<file path="config.mk">
export PLATFORM = sky130hd
export DESIGN_NAME = byte_fetch_ctrl
export DESIGN_NICKNAME = d
export VERILOG_FILES = /design/src/rtl/byte_fetch_ctrl.sv
export SDC_FILE = /design/constraint.sdc
export NUM_CORES = 1
export LEC_CHECK = 0
export ABC_AREA = 1
export CAP_MARGIN = 25
export CORE_MARGIN = 2
export CORE_UTILIZATION = 35
export DETAILED_ROUTE_END_ITERATION = 10
export PLACE_DENSITY_LB_ADDON = 0.2
export SLEW_MARGIN = 5
export SYNTH_ARGS = -nofsm -noshare
export SYNTH_HDL_FRONTEND = slang
export SYNTH_SLANG_ARGS = --single-unit
</file>
<file path="constraint.sdc">
create_clock -name clk -period 4.4 [get_ports clk]
set_input_delay 0.88 -clock clk [delete_from_list [all_inputs] [get_ports clk]]
set_output_delay 0.88 -clock clk [all_outputs]
set_load 0.03 [all_outputs]
</file>
<file path="src/rtl/byte_fetch_ctrl.sv">
// byte_fetch_ctrl: bitstream byte fetch controller for an arithmetic decoder.
// Tracks a signed bit counter bn (-8..-1) and inserts one bitstream byte
// whenever a regular renorm shift or bypass bin read crosses a byte boundary.
// Optional feature macro: BYTE_FETCH_CTRL_STALL_CNT_EN adds a 16-bit
// saturating stall counter output (stall_cnt).
module byte_fetch_ctrl (
    input  logic        clk,
    input  logic        rst_n,
    input  logic        init,
    input  logic [7:0]  bs_data,
    input  logic        bs_valid,
    output logic        bs_ready,
    input  logic        req_valid,
    output logic        req_ready,
    input  logic        req_mode,
    input  logic [2:0]  req_bits,
    output logic        out_valid,
    output logic        load_flag,
    output logic [7:0]  byte_out,
    output logic [3:0]  bits_needed,
    output logic [3:0]  bits_sel,
    output logic [15:0] init_data,
    output logic        init_done,
    output logic        err
`ifdef BYTE_FETCH_CTRL_STALL_CNT_EN
    ,
    output logic [15:0] stall_cnt
`endif
);

    localparam int unsigned BN_W   = 4;
    localparam int unsigned EXT_W  = 5;
    localparam int unsigned BYTE_W = 8;
    localparam int unsigned INIT_W = 16;
    localparam int unsigned CNT_W  = 16;

    localparam logic [BN_W-1:0] BN_RESET = BN_W'(4'b1000);  // -8

    typedef enum logic [1:0] {
        S_IDLE  = 2'd0,
        S_INIT0 = 2'd1,
        S_INIT1 = 2'd2,
        S_RUN   = 2'd3
    } state_e;

    state_e              state_q, state_d;
    logic [BN_W-1:0]     bn_q, bn_d;
    logic                out_valid_q, out_valid_d;
    logic                load_flag_q, load_flag_d;
    logic [BYTE_W-1:0]   byte_out_q, byte_out_d;
    logic [BN_W-1:0]     bits_needed_q, bits_needed_d;
    logic [BN_W-1:0]     bits_sel_q, bits_sel_d;
    logic [INIT_W-1:0]   init_data_q, init_data_d;
    logic                init_done_q, init_done_d;
    logic                err_q, err_d;

    logic [EXT_W-1:0]    bn_ext;
    logic [EXT_W-1:0]    n_ext;
    logic [EXT_W-1:0]    bn_new;
    logic                byp_illegal;
    logic                need;
    logic                in_run;
    logic                accept;

    // Step arithmetic: bn_new = bn + n in 5-bit signed; a byte is needed once it goes non-negative
    always_comb begin
        bn_ext      = {bn_q[BN_W-1], bn_q};
        n_ext       = EXT_W'(req_bits);
        bn_new      = bn_ext + n_ext;
        byp_illegal = req_mode && ((req_bits == 3'd0) || (req_bits > 3'd4));
        need        = !byp_illegal && !bn_new[EXT_W-1];
        in_run      = (state_q == S_RUN);
    end

    // Handshakes are combinational so a byte is consumed in the accepting cycle
    always_comb begin
        req_ready = in_run && (!need || bs_valid) && !init;
        accept    = req_valid && req_ready;
        bs_ready  = 1'b0;
        unique case (state_q)
            S_INIT0, S_INIT1: bs_ready = bs_valid && !init;
            S_RUN:            bs_ready = accept && need;
            default:          bs_ready = 1'b0;
        endcase
    end

    // Next-state and registered-output logic; init overrides every state
    always_comb begin
        state_d       = state_q;
        bn_d          = bn_q;
        out_valid_d   = 1'b0;
        load_flag_d   = load_flag_q;
        byte_out_d    = byte_out_q;
        bits_needed_d = bits_needed_q;
        bits_sel_d    = bits_sel_q;
        init_data_d   = init_data_q;
        init_done_d   = 1'b0;
        err_d         = err_q;

        if (init) begin
            state_d = S_INIT0;
            bn_d    = BN_RESET;
            err_d   = 1'b0;
        end else begin
            unique case (state_q)
                S_INIT0: begin
                    if (bs_valid) begin
                        init_data_d[15:8] = bs_data;
                        state_d           = S_INIT1;
                    end
                end
                S_INIT1: begin
                    if (bs_valid) begin
                        init_data_d[7:0] = bs_data;
                        state_d          = S_RUN;
                        init_done_d      = 1'b1;
                    end
                end
                S_RUN: begin
                    if (accept) begin
                        out_valid_d   = 1'b1;
                        load_flag_d   = need;
                        byte_out_d    = need ? bs_data : BYTE_W'(0);
                        bits_needed_d = bn_new[BN_W-1:0];
                        bits_sel_d    = (need && req_mode) ? bn_q : BN_W'(0);
                        if (byp_illegal) begin
                            // Illegal bypass count is a no-op apart from the sticky error
                            err_d = 1'b1;
                        end else if (need) begin
                            bn_d = BN_W'(bn_new - EXT_W'(8));
                        end else begin
                            bn_d = bn_new[BN_W-1:0];
                        end
                    end
                end
                default: begin
                    state_d = S_IDLE;
                end
            endcase
        end
    end

    // State and output registers
    always_ff @(posedge clk or negedge rst_n) begin
        if (!rst_n) begin
            state_q       <= S_IDLE;
            bn_q          <= BN_RESET;
            out_valid_q   <= 1'b0;
            load_flag_q   <= 1'b0;
            byte_out_q    <= '0;
            bits_needed_q <= '0;
            bits_sel_q    <= '0;
            init_data_q   <= '0;
            init_done_q   <= 1'b0;
            err_q         <= 1'b0;
        end else begin
            state_q       <= state_d;
            bn_q          <= bn_d;
            out_valid_q   <= out_valid_d;
            load_flag_q   <= load_flag_d;
            byte_out_q    <= byte_out_d;
            bits_needed_q <= bits_needed_d;
            bits_sel_q    <= bits_sel_d;
            init_data_q   <= init_data_d;
            init_done_q   <= init_done_d;
            err_q         <= err_d;
        end
    end

    assign out_valid   = out_valid_q;
    assign load_flag   = load_flag_q;
    assign byte_out    = byte_out_q;
    assign bits_needed = bits_needed_q;
    assign bits_sel    = bits_sel_q;
    assign init_data   = init_data_q;
    assign init_done   = init_done_q;
    assign err         = err_q;

`ifdef BYTE_FETCH_CTRL_STALL_CNT_EN
    logic [CNT_W-1:0] stall_cnt_q, stall_cnt_d;

    // Saturating count of RUN cycles where a pending request waits for a byte
    always_comb begin
        stall_cnt_d = stall_cnt_q;
        if (init) begin
            stall_cnt_d = '0;
        end else if (in_run && req_valid && need && !bs_valid &&
                     (stall_cnt_q != {CNT_W{1'b1}})) begin
            stall_cnt_d = stall_cnt_q + CNT_W'(1);
        end
    end

    // Stall counter register
    always_ff @(posedge clk or negedge rst_n) begin
        if (!rst_n) begin
            stall_cnt_q <= '0;
        end else begin
            stall_cnt_q <= stall_cnt_d;
        end
    end

    assign stall_cnt = stall_cnt_q;
`endif

endmodule
</file>
==> impl_metrics.yaml <==
power_and_ir_drop:
  p_sw_uw: 649
  ir_drop_v: 0.000301
  p_sw_share_pct: 38.9
  power.total_uw: 1670
  power.density_mw_per_mm2: 629
  combPwrFrac_pct: 46.2
  p_seq_share_pct: 35.7
  internal_power_uw: 1020
  p_leak_uw: 0.00131
  clkPwrFrac_pct: 18.1
synth:
  netlist_top_cells_area: "dfrtp_1, nand2_1, o21ai_0"
  synth-seq-area-share_pct: 54.8
  synth_cell_types: 27
  synthFlopType: "dfrtp_1"
  avgSynthCellArea_um2: 9.45
  synthesis.area_mm2: 0.00192
  syn_inst: 203
  synth_top_area_share_pct: 53.5
  synth_nets: 228
  synth_edf_count: 0
  ys_async_sr_fraction_pct: 100
  yosys-top-cells-count: "nand2_1, dfrtp_1, inv_1, o21ai_0, nand3_1"
  ys_seq_elements: 42
  synth.most_common_cell: "nand2_1"
  yosysTopAreaCell: "dfrtp_1"
  ys_warn_count: 0
worst_setup_path:
  crit_required_ns: 3.52
  end_kind: "output port"
  r2r_start: "bn_q[0]"
  path_buf_inv: 4
  critical_path.cell_chain: "clkdlybuf4s50_1 > ha_1 > inv_1 > fa_1 > o21ai_2 > nand3_2 > nand2_1 > inv_1 > clkdlybuf4s50_1"
  crit_family: "buffers and inverters"
  r2r_end: "bits_sel[1]"
  slowest_stage: "clkdlybuf4s50_1"
  worstSetupStartpointType: "input pin"
  critPathMaxFanout: 3
  path_class: "input pin to output port"
  crit_arrival_ns: 3.05
  ff2ff_setup_slack_ns: 2.34
  max_stage_delay_ns: 0.58
  r2r_cells: 9
sta:
  rsz0062_at_grt: "no"
  fin_skew_ns: 0.00397
  finalMaxSlewViolations: 0
  setup_viol: 0
  fmax_mhz: 255
  worst_pin_slew_ns: 0.557
  setup_tns_ns: 0
  final.period_utilization_pct: 89.3
  final-hold-violation-count: 0
  max_slew_margin_pct: 62.7
  finalCriticalPeriod_ns: 3.93
global_route:
  grt_pass1_wl_mm: 7.16
  grt_pass1_vias: 1495
  groute.usage.overall_pct: 15.1
  antenna_found_initial: 0
  grt-ovfl-total: 0
  grt_max_degree: 43
hold_path:
  worst_hold_path.endpoint: "load_flag"
  hold_class: "flop to flop"
  whs_path_depth: 2
  hold_start: "load_flag"
clock_network:
  path_clk_slew_ns: 0.07
  clk_path_buf_depth: 2
  clk_latency_ns: 0.28
  cts.htree.levels: 2
  cts_root_buffer: "clkbuf_8"
  cts_tree: "yes"
  cts_buffers: 5
  clkSinkCount: 42
floorplanning:
  rows: 26
  die_y_um: 78.1
  die_area_mm2: 0.00609
  floorplan.initialDensity_pct: 36.9
  die_w_um: 78.1
  io_pins: 55
  core_mm2: 0.00520
drt:
  ant_nets: 0
  avgRoutedWirePerCell_um: 12.3
  vias: 1483
  drt-pass1-iter-count: 4
  via_per_inst: 4.48
  drt_iter0_drc: 72
  postRouteWirelength_mm: 4.07
  drc: 0
cells_and_area:
  n_antenna_cell: 0
  area_growth_pct: 38.4
  nets: 286
  drive_gt1_share_pct: 12.3
  seq_area_mm2: 0.00105
  multi_input_area_um2: 728
  n_fill_cell: 522
place:
  port_buffers: 54
  gp_congestion: 0.809
  place_hpwl_mm: 2.92
flow_run:
  maxCapViolations: 0
outcome:
  status: "complete, no violations"
placed cells by master (no fill, tap or decap), drive strengths merged:
master	instances
nand2	62
clkdlybuf4s50	52
dfrtp	41
o21ai	30
inv	26
nand3	18
ha	7
clkbuf	6
nor2	3
buf	3
a21oi	2
nand4	2
o21bai	1
nor3	1
xnor2	1
or2	1
a31oi	1
fa	1
dfstp	1
bufinv	1
dlymetal6s2s	1
stage by stage:
step / hold WS (ns) / util (%) / instances / setup WS [ns] / instance area, um^2
final: 0.474 / 51.0 / 331 / 0.471 / 2660
after detailed placement: 0.465 / 48.3 / 323 / 0.204 / 2510
after floorplan: 0.482 / - / 203 / 1.08 / 1920
after CTS: 0.483 / 50.5 / 330 / 0.174 / 2630
after global placement: 0.459 / 48.3 / 323 / 0.230 / 2510
after global routing: 0.515 / 51.0 / 331 / 0.339 / 2660
routing by layer:
metal / vias to the layer above / share of wire, % / track usage (%)
met2: 33 / 46 / 23.8
met4: 0 / 1.1 / 4.74
met5: - / 0 / 0
met3: 4 / 3.6 / 3.10
met1: 685 / 49 / 20.9
li1: 761 / - / -
state kept, by name, indices dropped and copies added, names as in the netlist:
register     cells
out_valid        1
init_done        1
state_q          2
bits_sel         4
byte_out         8
bits_needed      4
load_flag        1
err              1
init_data       16
bn_q             4
power by group through the flow:
stage / combinational, uW / sequential, uW / clock, uW
after global placement: 768 / 602 / 0
final: 771 / 596 / 303
after CTS: 778 / 598 / 313
after detailed placement: 775 / 604 / 0
after global routing: 833 / 617 / 331
after floorplan: 208 / 844 / 0
cells by family after synthesis:
kind of cell	Yosys count	synth area share (%)
adders and majority gates	8	5.61
xor gates and xnor gates	1	0.456
AOI/OAI and AO/OA	34	10.8
DFF	42	54.8
buffers and inverters	31	7.24
and+or+nand+nor	87	21.1
what timing repair did:
action                                  CTS  global route
buffers inserted                          0             0
gates resized for setup                   0             1
hold buffers                              0             0
endpoints found under the setup margin    0             1
layout make-up:
type | count | share of cell area [%]
Sequential cell | 42 | 39.6
Multi-Input combinational cell | 130 | 27.4
Timing Repair Buffer | 56 | 21.6
Inverter | 26 | 3.86
Tap cell | 70 | 3.30
Clock buffer | 6 | 3.11
Clock inverter | 1 | 1.13
worst register-to-register path, cell delays in order (launching register included):
cell     delay (ns)
dfrtp_1        0.39
ha_1           0.18
inv_1          0.06
fa_1           0.41
o21ai_2        0.18
nand3_2        0.12
nand3_2        0.38
inv_6          0.09
nand3_1        0.10
nand2_1        0.05
worst max-delay path by stage:
stage,from,end,slack (ns),depth (start not counted)
after floorplan,req_bits[0],bs_ready,1.08,8
after global placement,req_bits[0],bs_ready,0.23,10
after detailed placement,req_bits[0],bs_ready,0.20,10
after CTS,req_bits[0],bs_ready,0.17,10
after global routing,req_bits[0],req_ready,0.34,9
final,req_bits[0],req_ready,0.47,9
Note: power is estimated with default switching activity, not from simulation.
